$ cat src/rtl/ulpi_rx_receiver.sv
// ULPI receive-side link engine.
// Owns the bus whenever the PHY drives DIR high and handles the turnaround
// cycles. Splits the PHY byte stream into RX CMD status updates and packet
// data bytes, frames packets, counts their length and flags errors.
// BUSY tells the transmit side when it must not drive DATA.
module ulpi_rx_receiver #(
    parameter int MAX_PKT_LEN = 1024,
    parameter int LEN_W       = 16
) (
    input  logic             CLK_USB,
    input  logic             SYS_RST,
    input  logic             DIR,
    input  logic             NXT,
    input  logic [7:0]       DATA_IN,
    output logic             BUSY,
    output logic [7:0]       RX_DATA,
    output logic             RX_VALID,
    output logic             RX_ACTIVE,
    output logic             PKT_END,
    output logic [LEN_W-1:0] PKT_LEN,
    output logic             RX_ERROR,
    output logic             OVERFLOW,
    output logic [1:0]       LINE_STATE,
    output logic [1:0]       VBUS_STATE,
    output logic             RXCMD_VALID,
    output logic             HOST_DISC
);

    localparam logic [1:0] ST_IDLE     = 2'd0;
    localparam logic [1:0] ST_TURN_IN  = 2'd1;
    localparam logic [1:0] ST_RECV     = 2'd2;
    localparam logic [1:0] ST_TURN_OUT = 2'd3;

    localparam logic [LEN_W-1:0] MAX_LEN_C = LEN_W'(MAX_PKT_LEN);
    localparam logic [LEN_W-1:0] ONE_C     = LEN_W'(1);
    localparam logic [LEN_W-1:0] ZERO_C    = {LEN_W{1'b0}};

    logic [1:0]       state_r;
    logic [1:0]       state_nxt_s;
    logic [LEN_W-1:0] count_r;
    logic [7:0]       rx_data_r;
    logic             rx_valid_r;
    logic             rx_active_r;
    logic             pkt_end_r;
    logic [LEN_W-1:0] pkt_len_r;
    logic             rx_error_r;
    logic             overflow_r;
    logic [1:0]       line_state_r;
    logic [1:0]       vbus_state_r;
    logic             rxcmd_valid_r;
    logic             host_disc_r;

    logic             rxcmd_s;
    logic             data_s;
    logic             abort_s;
    logic [1:0]       rx_event_s;

    // Next-state logic for the bus ownership / turnaround sequencer.
    always_comb begin
        state_nxt_s = state_r;
        case (state_r)
            ST_IDLE: begin
                if (DIR) begin
                    state_nxt_s = ST_TURN_IN;
                end else begin
                    state_nxt_s = ST_IDLE;
                end
            end
            ST_TURN_IN: begin
                if (DIR) begin
                    state_nxt_s = ST_RECV;
                end else begin
                    state_nxt_s = ST_TURN_OUT;
                end
            end
            ST_RECV: begin
                if (DIR) begin
                    state_nxt_s = ST_RECV;
                end else begin
                    state_nxt_s = ST_TURN_OUT;
                end
            end
            ST_TURN_OUT: begin
                if (DIR) begin
                    state_nxt_s = ST_TURN_IN;
                end else begin
                    state_nxt_s = ST_IDLE;
                end
            end
            default: begin
                state_nxt_s = ST_IDLE;
            end
        endcase
    end

    // Classify the current bus cycle; only RECV cycles with DIR high carry
    // information, and DIR low in RECV with an open packet is an abort.
    always_comb begin
        rx_event_s = DATA_IN[5:4];
        if (state_r == ST_RECV) begin
            rxcmd_s = DIR & ~NXT;
            data_s  = DIR & NXT;
            abort_s = ~DIR & rx_active_r;
        end else begin
            rxcmd_s = 1'b0;
            data_s  = 1'b0;
            abort_s = 1'b0;
        end
    end

    // BUSY must react in the same cycle DIR rises, so it is combinational.
    always_comb begin
        if (DIR || (state_r != ST_IDLE)) begin
            BUSY = 1'b1;
        end else begin
            BUSY = 1'b0;
        end
    end

    // Sequencer state, packet framing, length counting and status registers.
    always_ff @(posedge CLK_USB) begin
        if (SYS_RST) begin
            state_r       <= ST_IDLE;
            count_r       <= ZERO_C;
            rx_data_r     <= 8'h00;
            rx_valid_r    <= 1'b0;
            rx_active_r   <= 1'b0;
            pkt_end_r     <= 1'b0;
            pkt_len_r     <= ZERO_C;
            rx_error_r    <= 1'b0;
            overflow_r    <= 1'b0;
            line_state_r  <= 2'b00;
            vbus_state_r  <= 2'b00;
            rxcmd_valid_r <= 1'b0;
            host_disc_r   <= 1'b0;
        end else begin
            state_r       <= state_nxt_s;
            rx_valid_r    <= 1'b0;
            pkt_end_r     <= 1'b0;
            rxcmd_valid_r <= 1'b0;
            if (rxcmd_s) begin
                line_state_r  <= DATA_IN[1:0];
                vbus_state_r  <= DATA_IN[3:2];
                rxcmd_valid_r <= 1'b1;
                host_disc_r   <= (rx_event_s == 2'b10);
                case (rx_event_s)
                    2'b01, 2'b11: begin
                        rx_active_r <= 1'b1;
                        if (!rx_active_r) begin
                            // Packet start: a fresh count and fresh status,
                            // except an RxError on the opening command.
                            count_r    <= ZERO_C;
                            overflow_r <= 1'b0;
                            rx_error_r <= (rx_event_s == 2'b11);
                        end else if (rx_event_s == 2'b11) begin
                            rx_error_r <= 1'b1;
                        end else begin
                            rx_error_r <= rx_error_r;
                        end
                    end
                    2'b00: begin
                        rx_active_r <= 1'b0;
                        if (rx_active_r) begin
                            pkt_end_r <= 1'b1;
                            pkt_len_r <= count_r;
                        end else begin
                            pkt_len_r <= pkt_len_r;
                        end
                    end
                    default: begin
                        // Host disconnect leaves packet framing untouched.
                        rx_active_r <= rx_active_r;
                    end
                endcase
            end else if (data_s) begin
                if (rx_active_r && (count_r < MAX_LEN_C)) begin
                    rx_data_r  <= DATA_IN;
                    rx_valid_r <= 1'b1;
                    count_r    <= count_r + ONE_C;
                end else if (rx_active_r) begin
                    // Count saturates at the limit; excess bytes are dropped.
                    overflow_r <= 1'b1;
                    rx_error_r <= 1'b1;
                end else begin
                    // Data outside a packet is silently ignored.
                    count_r <= count_r;
                end
            end else if (abort_s) begin
                // PHY released the bus mid-packet: close it as errored.
                rx_active_r <= 1'b0;
                pkt_end_r   <= 1'b1;
                pkt_len_r   <= count_r;
                rx_error_r  <= 1'b1;
            end else begin
                count_r <= count_r;
            end
        end
    end

    assign RX_DATA     = rx_data_r;
    assign RX_VALID    = rx_valid_r;
    assign RX_ACTIVE   = rx_active_r;
    assign PKT_END     = pkt_end_r;
    assign PKT_LEN     = pkt_len_r;
    assign RX_ERROR    = rx_error_r;
    assign OVERFLOW    = overflow_r;
    assign LINE_STATE  = line_state_r;
    assign VBUS_STATE  = vbus_state_r;
    assign RXCMD_VALID = rxcmd_valid_r;
    assign HOST_DISC   = host_disc_r;

endmodule

$ cat config.mk
export PLATFORM = sky130hd
export DESIGN_NAME = ulpi_rx_receiver
export DESIGN_NICKNAME = d
export VERILOG_FILES = /design/src/rtl/ulpi_rx_receiver.sv
export SDC_FILE = /design/constraint.sdc
export NUM_CORES = 1
export LEC_CHECK = 0
export CAP_MARGIN = 20
export CORE_AREA = 2 2 88 90
export DETAILED_ROUTE_END_ITERATION = 16
export DIE_AREA = 0 0 90 92
export SLEW_MARGIN = 30
export SYNTH_ARGS = -nofsm -noshare
export SYNTH_HDL_FRONTEND = slang
export SYNTH_SLANG_ARGS = --single-unit
$ cat constraint.sdc
create_clock -name CLK_USB -period 1.74 [get_ports CLK_USB]
set_input_delay 0.348 -clock CLK_USB [delete_from_list [all_inputs] [get_ports CLK_USB]]
set_output_delay 0.348 -clock CLK_USB [all_outputs]
set_load 0.01 [all_outputs]
After elaboration in Yosys (flattened, before gate mapping)
Cells that the tools add are included.

cells by class
  $add $sub $neg = 1
  $lt $le $gt $ge = 1
  equal/unequal tests = 16
  multiplexer cells = 40
  bitwise logic cells = 7
  reduce and logical (&&, ||, !) cells = 20

operators with widths
  cell                                                                     number
  16-bit 2-to-1 mux                                                        10
  1-bit 2-to-1 mux                                                         28
  16-bit by 1-bit adder with 16-bit output (second input constant)         1
  16-bit by 11-bit < comparator with 1-bit output (second input constant)  1
  5-bit AND reduction                                                      2
  2-bit nonzero test                                                       5
  2-bit == test (second input constant)                                    4
  2-bit != test (second input constant)                                    4
  4-bit AND reduction                                                      2
  3-bit != test (second input constant)                                    2
  3-bit AND reduction                                                      2
  2-bit OR reduction                                                       3
  2-bit by 1-bit == test with 1-bit output (second input constant)         2
  2-bit logical NOT                                                        2
  2-bit by 1-bit != test with 1-bit output (second input constant)         2
  1-bit NOT                                                                4
  2-bit one-hot mux with 2 select lines                                    1
  1-bit bitwise AND                                                        3
  3-bit by 1-bit != test with 1-bit output (second input constant)         1
  3-bit by 2-bit != test with 1-bit output (second input constant)         1
  3-bit nonzero test                                                       1
  3-bit OR reduction                                                       1
  1-bit one-hot mux with 2 select lines                                    1
  1-bit logical AND                                                        1
  1-bit logical OR                                                         1

storage, ports and cells
  flip-flop bits (word level) = 53
  input port bits = 12

Logic depth before layout (Yosys ltp)
Gate-level depths: netlist (run 1).

  word-level depth = 6
  gate-level depth with buffers = 7
  depth with buffers taken out = 6

Worst setup path after synthesis (run 1)
Ideal clock, no wire load.

  path kind = flip-flop to flip-flop
  start = reg state_r[0]
  end = reg count_r[7]
  setup time = 0.070 ns
  arrival time = 1.624 ns
  setup slack = 0.046 ns
  cell stages (with the launch flop) = 8
  buffers on the path = 1
  cell sequence = dfxtp_1 -> inv_1 -> ha_1 -> and2_1 -> clkbuf_4 -> nand4_2 -> or4_1 -> a21oi_1

between the ends
  word-level cells in the longest chain between the ends = 4
  elaborated cells on any way between the ends = 9
  those cells by class = 3 x eq/ne; 3 x mux; 3 x reduce/logical

RTL lines
  item                                                                               line  text
  from (decl)                                                                        38    logic [1:0] state_r;
  from (signal assigned)                                                             137   state_r <= state_nxt_s;
  2-bit == test (*)                                                                  100   if (state_r == ST_RECV) begin
  1-bit 2-to-1 mux                                                                   100
  2-bit by 1-bit != test with 1-bit output (no source line) (tied with other cells)  n/a
  4-bit AND reduction (no source line)                                               n/a
  to (signal assigned)                                                               179   count_r <= count_r + ONE_C;
  to (signal assigned)                                                               186   count_r <= count_r;
  to (signal assigned)                                                               195   count_r <= count_r;
  to (decl)                                                                          40    logic [LEN_W-1:0] count_r;

Mark *: on every way between the ends. The rest lies on a longest branch, timed or not.
A chain may end at the register's enable or synchronous reset.

Final worst setup path (run 1)
  start = reg count_r[11]
  end = reg count_r[7]

between the ends
  word-level cells in the longest chain between the ends = 4

RTL lines
  item                                             line  text
  16-bit by 11-bit < comparator with 1-bit output  176   if (rx_active_r && (count_r < MAX_LEN_C)) begin
  1-bit logical AND                                176
  2-bit nonzero test (no source line)              n/a
  4-bit AND reduction (no source line)             n/a

No other way between the ends.

==> reports/qor.csv, run 1 <==
stage,metric,value,unit
worst_setup_path,r2r_end,count_r[7],
final_layout,antennaDiodeCount,0,
floorplanning,chipHeight,92,microns
routing,dr_total_vias,1860,
timing,setup_viol,0,
final_layout,areaGrowthSynthToFinish,48.7,%
routing,drtAntennaViolNets,0,
routing,drt-pass1-iter-count,4,
worst_setup_path,r2r_cells,7,
power,ir_drop,0.542,mV
clock_network,cts.path.max_buffers,2,
hold_path,min_from,VBUS_STATE[0],
global_route,grt_pass1_wl,8.42,mm
place,hpwl,3.48,mm
clock_network,holdBufCountCts,0,
routing,via_per_inst,4.58,
floorplanning,io-pin-count,48,
hold_path,hold-path-endpoint,VBUS_STATE[0],
routing,wl_per_cell,12.8,microns
worst_setup_path,reg2reg_from,count_r[11],
worst_setup_path,cp.arrival,1870,ps
clock_network,cts_tree,built,
floorplanning,initial_core_util,28.9,%
power,power.switching,0.000617,W
power,p_sw_share,26.2,%
final_layout,fill_cells,738,
timing,clock_skew,6.76,ps
worst_setup_path,reg2reg_slack,80,ps
run_status,status,"complete, no violations",
worst_setup_path,critPathKind,flip-flop to flip-flop,
timing,max_freq,0.601,GHz
logic_synthesis,synth_cells,223,
clock_network,clkLatencyLatePin,310,ps
power,internal-power,0.00174,W
timing,drv_slew,0,
logic_synthesis,synth_edf_count,0,
clock_network,cts.sinks,53,
power,pwr-share-comb,17.3,%
timing,worst_pin_slew,361,ps
clock_network,clockRootBuffer,clkbuf_8,
timing,hold_viol_final,0,
clock_network,h-tree-depth,2,
clock_network,cts_buffers,5,
logic_synthesis,ys.warnings.count,0,
timing,fin_crit_sh,95.6,%
logic_synthesis,ys_seq_area_share,49.3,%
floorplanning,core_area,7450,sq um
floorplanning,die_width,90,microns
logic_synthesis,synthDistinctLibCells,44,
routing,routed_wl,5.21,mm
logic_synthesis,syn-num-nets,238,
global_route,grt_max_degree,27,
global_route,grt_pass1_vias,1780,
final_layout,drive_gt1_share,23.4,%
global_route,grt.total_usage,12.5,%
timing,rsz0062_at_grt,yes,
logic_synthesis,async_reset_ff_share,0,%
timing,min_period,1660,ps
worst_setup_path,crit_path_end_kind,flip-flop,
logic_synthesis,synth_ff_type,dfxtp_1,
clock_network,cts.reportedPaths.clkPinSlew,90,ps
place,place_inst,390,
global_route,antenna_found_initial,0,
timing,fin_setup_tns,0,ps
power,power_density,736,nW/um^2
routing,drt_iter0_markers,85,
global_route,overflow,0,
worst_setup_path,cp_max_fo,8,
final_layout,nets,318,
logic_synthesis,syn_area_per_cell,9.66,sq um
power,power_frac_clock,29.0,%
hold_path,hold_path_class,flip-flop to flip-flop,
place,portBuffers,47,
logic_synthesis,ys_ff_latch,53,
power,p_leak,1.20,nW
logic_synthesis,syn-cell-area,2150,sq um
place,place_congestion,0.730,
hold_path,holdPathStages,2,
final_layout,final_cells,406,
power,sequentialPowerShare,53.6,%
routing,drc,0,
worst_setup_path,crit_required,1940,ps
floorplanning,core.rowCount,32,
floorplanning,dieArea,8280,sq um
worst_setup_path,crit_path_start_kind,flip-flop,
flow_run,max_cap_viol_count,0,
timing,relSlewSlack,75.9,%
==> metal layers <==
metal	wire, microns	global-route usage [%]
met2	2500	20.7
met1	2380	15.7
met4	67	4.23
met3	269	3.53
met5	0	0
==> critical path, cell delays in order (launching register included) <==
cell and delay [ps]:
dfxtp_2 350, nor4_4 270, buf_6 160, a41oi_4 160, buf_6 190, buf_6 120, o31ai_4 220, a21oi_2 70
==> power by group through the flow <==
stage / Clock, W / Combinational (W) / Sequential [W]
final: 0.000684 / 0.000408 / 0.00126
after global routing: 0.000760 / 0.000449 / 0.00127
after CTS: 0.000714 / 0.000378 / 0.00126
after detailed placement: 0 / 0.000370 / 0.00129
after global placement: 0 / 0.000369 / 0.00129
after floorplan: 0 / 0.000202 / 0.00129
==> how the worst max path moves through the flow <==
stage                 from          to  slack (ps)  cells after the start
6_report       count_r[11]  count_r[7]          80                      7
5_1_grt        count_r[11]  count_r[7]         -20                      7
4_1_cts        count_r[14]  count_r[8]           9                      6
3_5_place_dp           NXT  count_r[7]        -370                      4
3_3_place_gp           NXT  count_r[9]        -350                      4
2_1_floorplan   state_r[0]  count_r[7]          50                      7
==> cell usage after synthesis, types with 2 or more instances <==
master    count  area (sq um)
nand4_1       6          37.5
a21oi_1      16          80.1
ha_1          3          37.5
nor2_1       30           113
and3_1        2          12.5
o31ai_1       5          37.5
o21ai_0       7          35.0
o21a_1        2          15.0
nand3b_1      2          15.0
nand3_1       3          15.0
dfxtp_1      53          1060
mux2i_1      25           250
clkbuf_1      4          15.0
or4_1         5          37.5
or3_2         3          22.5
nand2b_1      2          12.5
nor2b_1       4          25.0
inv_1         4          15.0
nand2_1      17          63.8
buf_2         3          15.0
and2_1        4          25.0
==> sequential cells by signal, summed over array words and instances, names as in the netlist <==
signal and flops:
HOST_DISC 1, LINE_STATE 2, OVERFLOW 1, PKT_END 1
PKT_LEN 16, RXCMD_VALID 1, RX_ACTIVE 1, RX_DATA 8
RX_ERROR 1, RX_VALID 1, VBUS_STATE 2, count_r 16
state_r 2
==> layout make-up <==
cell class	count	area [sq um]	area share (%)
clock inverters	2	13.8	0.430
inverters	4	15.0	0.469
multi-input cells	154	1130	35.3
flip-flops and latches	53	1070	33.4
repair buffers	85	773	24.2
clock buffers	6	72.6	2.27
well taps	102	128	3.99
==> placed cells by master, fill, tap and decap left out, drive strengths merged, types with 3 or more instances in the layout <==
master and count:
or4 5, mux2i 25, and3 3, or3 3, inv 5, and2 5, nand3 3, o31ai 5
nor2 30, nand2 17, dlygate4sd2 4, clkdlybuf4s50 43, nor2b 4, o21ai 7, a21oi 16, ha 3
clkbuf 7, dfxtp 53, nand4 7, buf 37
==> stage by stage <==
stage | worst slack (ps) | instance area, sq um | total power (W) | hold WS, ps | utilization, %
2_1_floorplan | 46.1 | 2150 | 0.00150 | 453 | -
3_3_place_gp | -345 | 2910 | 0.00166 | 440 | 39.0
3_5_place_dp | -371 | 2910 | 0.00166 | 449 | 39.0
4_1_cts | 9.22 | 3060 | 0.00236 | 466 | 41.0
5_1_grt | -21.8 | 3200 | 0.00248 | 499 | 43.0
6_report | 76.4 | 3200 | 0.00236 | 464 | 43.0
==> what timing repair did <==
| action | in CTS | in global routing |
|---|---|---|
| cloned | 1 | 1 |
| gates resized for setup | 9 | 29 |
| pin swaps | 2 | 10 |
| buffers inserted | 4 | 2 |
| setup endpoints to repair | 13 | 24 |
==> kinds of logic (layout without fill, tap and decap cells) <==
family | after synthesis | count (layout) | synth area share, %
AOI/OAI and AO/OA | 35 | 36 | 10.1
xor gates and xnor gates | 1 | 1 | 0.407
adders and majority gates | 3 | 3 | 1.74
buffers and inverters | 17 | 97 | 4.36
DFF | 53 | 53 | 49.3
muxes | 25 | 25 | 11.6
and+or+nand+nor | 89 | 89 | 22.5
(Power assumes the default switching activity.)
==> inputs of run 2 (changes only) <==
--- a/config.mk
+++ b/config.mk
@@ -5,7 +5,6 @@
 export SDC_FILE = /design/constraint.sdc
 export NUM_CORES = 1
 export LEC_CHECK = 0
-export CAP_MARGIN = 20
 export CORE_AREA = 2 2 88 90
 export DETAILED_ROUTE_END_ITERATION = 16
 export DIE_AREA = 0 0 90 92
==> results of run 2 <==
The final DEF is identical to that of run 1; final timing and power are the same.
==> inputs of run 3 (changes only) <==
--- a/config.mk
+++ b/config.mk
@@ -5,9 +5,11 @@
 export SDC_FILE = /design/constraint.sdc
 export NUM_CORES = 1
 export LEC_CHECK = 0
+export ABC_CLOCK_PERIOD_IN_PS = 1740
 export CORE_AREA = 2 2 88 90
 export DETAILED_ROUTE_END_ITERATION = 16
 export DIE_AREA = 0 0 90 92
+export DONT_BUFFER_PORTS = 1
 export SLEW_MARGIN = 30
 export SYNTH_ARGS = -nofsm -noshare
 export SYNTH_HDL_FRONTEND = slang
==> run 3 against run 2 <==
Non-clock buffer count shrank 64; largest cell class unchanged; via count down 12%; final area shrank 20%; clock skew increased by 5.2 ps; count of clock-buffer cells in the layout unchanged.
==> reports/qor.csv, run 3 (synthesis results as in run 1) <==
stage,metric,value,unit
global_route,antenna_found_initial,0,
floorplanning,core_area,7450,sq um
floorplanning,dieArea,8280,sq um
floorplanning,die_width,90,microns
timing,fin_crit_sh,96.9,%
final_layout,areaGrowthSynthToFinish,19.1,%
clock_network,cts_tree,built,
worst_setup_path,slowest_stage,or4_4,
power,power_density,885,nW/um^2
worst_setup_path,crit_required,1980,ps
timing,min_period,1690,ps
clock_network,cts.reportedPaths.clkPinSlew,100,ps
floorplanning,initial_core_util,28.9,%
timing,setup_viol,0,
place,hpwl,3.28,mm
floorplanning,chipHeight,92,microns
timing,max_freq,0.593,GHz
power,internal-power,0.00167,W
clock_network,cts_buffers,5,
global_route,gr-usage-met2,17.4,%
worst_setup_path,max_stage_delay,410,ps
final_layout,antennaDiodeCount,0,
worst_setup_path,cp_max_fo,6,
global_route,grtUsageMet1,14.7,%
clock_network,clkLatencyLatePin,320,ps
global_route,grt.total_usage,11.4,%
timing,drv_slew,0,
routing,drc,0,
worst_setup_path,critPathKind,flip-flop to flip-flop,
floorplanning,io-pin-count,48,
power,power_frac_clock,31.2,%
worst_setup_path,crit_path_start_kind,flip-flop,
global_route,grt_max_degree,42,
floorplanning,core.rowCount,32,
run_status,status,"complete, no violations",
routing,drt-pass1-iter-count,4,
final_layout,fill_cells,782,
clock_network,h-tree-depth,2,
final_layout,multi_input_area,1090,sq um
global_route,grt_pass1_vias,1472,
final_layout,final_cell_mix,"dfxtp_1, nor2_1, mux2i_1, nand2_1, buf_4",
routing,routed_wl,4.82,mm
power,sequentialPowerShare,56.0,%
final_layout,ff_latch_area,1060,sq um
routing,drt_iter0_markers,101,
timing,hold_viol_final,0,
timing,rsz0062_at_grt,yes,
power,pwr-share-comb,12.8,%
timing,setup_ws,54.7,ps
worst_setup_path,reg2reg_slack,50,ps
power,ir_drop,0.400,mV
final_layout,final_common_cell,dfxtp_1,
power,power.switching,0.000605,W
place,place_congestion,0.778,
clock_network,cts.path.max_buffers,2,
clock_network,cts.sinks,53,
place,portBuffers,0,
place,pre_cts_ws,-13.8,ps
global_route,grt_use_met3,4.52,%
clock_network,clockRootBuffer,clkbuf_8,
global_route,overflow,0,
routing,drtAntennaViolNets,0,
worst_setup_path,cp.arrival,1930,ps
timing,fin_setup_tns,0,ps
power,p_leak,0.938,nW
hold_path,hold_path_class,input port to flip-flop,
timing,worst_pin_slew,374,ps
timing,relSlewSlack,74.7,%
flow_run,max_cap_viol_count,0,
global_route,grt_pass1_wl,7.61,mm
global_route,busiest_layer,met2,
final_layout,drive_gt1_share,24.7,%
worst_setup_path,crit_path_end_kind,flip-flop,
timing,clock_skew,12.0,ps
routing,wl_per_cell,14.1,microns
clock_network,holdBufCountCts,0,
worst_setup_path,crit_chain,nor4_4 -> a41oi_2 -> buf_6 -> or4_4 -> a21oi_2,
final_layout,nets,253,
routing,via_per_inst,4.82,
power,p_sw_share,26.6,%
routing,dr_total_vias,1642,
==> run 3: final cells by class <==
cell class                 instances  area share [%]
tap                              102            4.98
inverter                           4           0.585
clock inverter                     2           0.585
multi-input combinational        153            42.6
timing repair buffer              21            6.98
clock buffer                       6            2.83
sequential                        53            41.5
==> run 3: per-layer routing <==
| layer | routed length (microns) | share of wire [%] | up-vias |
|---|---|---|---|
| li1 | - | - | 811 |
| met1 | 2120 | 44 | 779 |
| met2 | 2280 | 47 | 47 |
| met3 | 358 | 7.4 | 5 |
| met4 | 63 | 1.3 | 0 |
| met5 | 0 | 0 | - |
==> run 3: worst max-delay path: cells and delay by family, from the launching register on <==
kind            cells  cell delay [ps]
simple gates        2              720
compound gates      2              350
flops               1              350
buf+inv             1              190
==> run 3: worst paths after layout <==
| kind | from | to | depth (start not counted) |
|---|---|---|---|
| setup / recovery | count_r[11] | count_r[0] | 5 |
| hold / removal | SYS_RST | RX_DATA[0] | 1 |
| setup reg to reg | count_r[11] | count_r[0] | 5 |
| hold reg to reg | count_r[15] | count_r[15] | 1 |
==> run 3: what timing repair did <==
| item | in CTS | in global routing |
|---|---|---|
| buffers inserted | 1 | 3 |
| gates resized for setup | 3 | 27 |
| setup endpoints to repair | 1 | 20 |
| gates cloned | 0 | 1 |
| pin swaps | 3 | 16 |
==> run 3: power groups by stage <==
stage                     sequential (W)  clock (W)  combinational, W
after global placement           0.00130          0          0.000239
after global routing             0.00128   0.000763          0.000324
after floorplan                  0.00129          0          0.000202
after detailed placement         0.00130          0          0.000247
final                            0.00127   0.000709          0.000290
after CTS                        0.00127   0.000718          0.000252
==> run 3: through the flow <==
step                util (%)  hold WS (ps)  power [W]  cells  area (sq um)
floorplan                  -           453    0.00150    223          2150
finish                  34.4          88.4    0.00227    341          2560
global placement        31.4           422    0.00154    328          2330
global route            34.4          72.3    0.00237    341          2560
CTS                     32.7          81.1    0.00224    337          2440
detailed placement      31.4           422    0.00155    328          2330
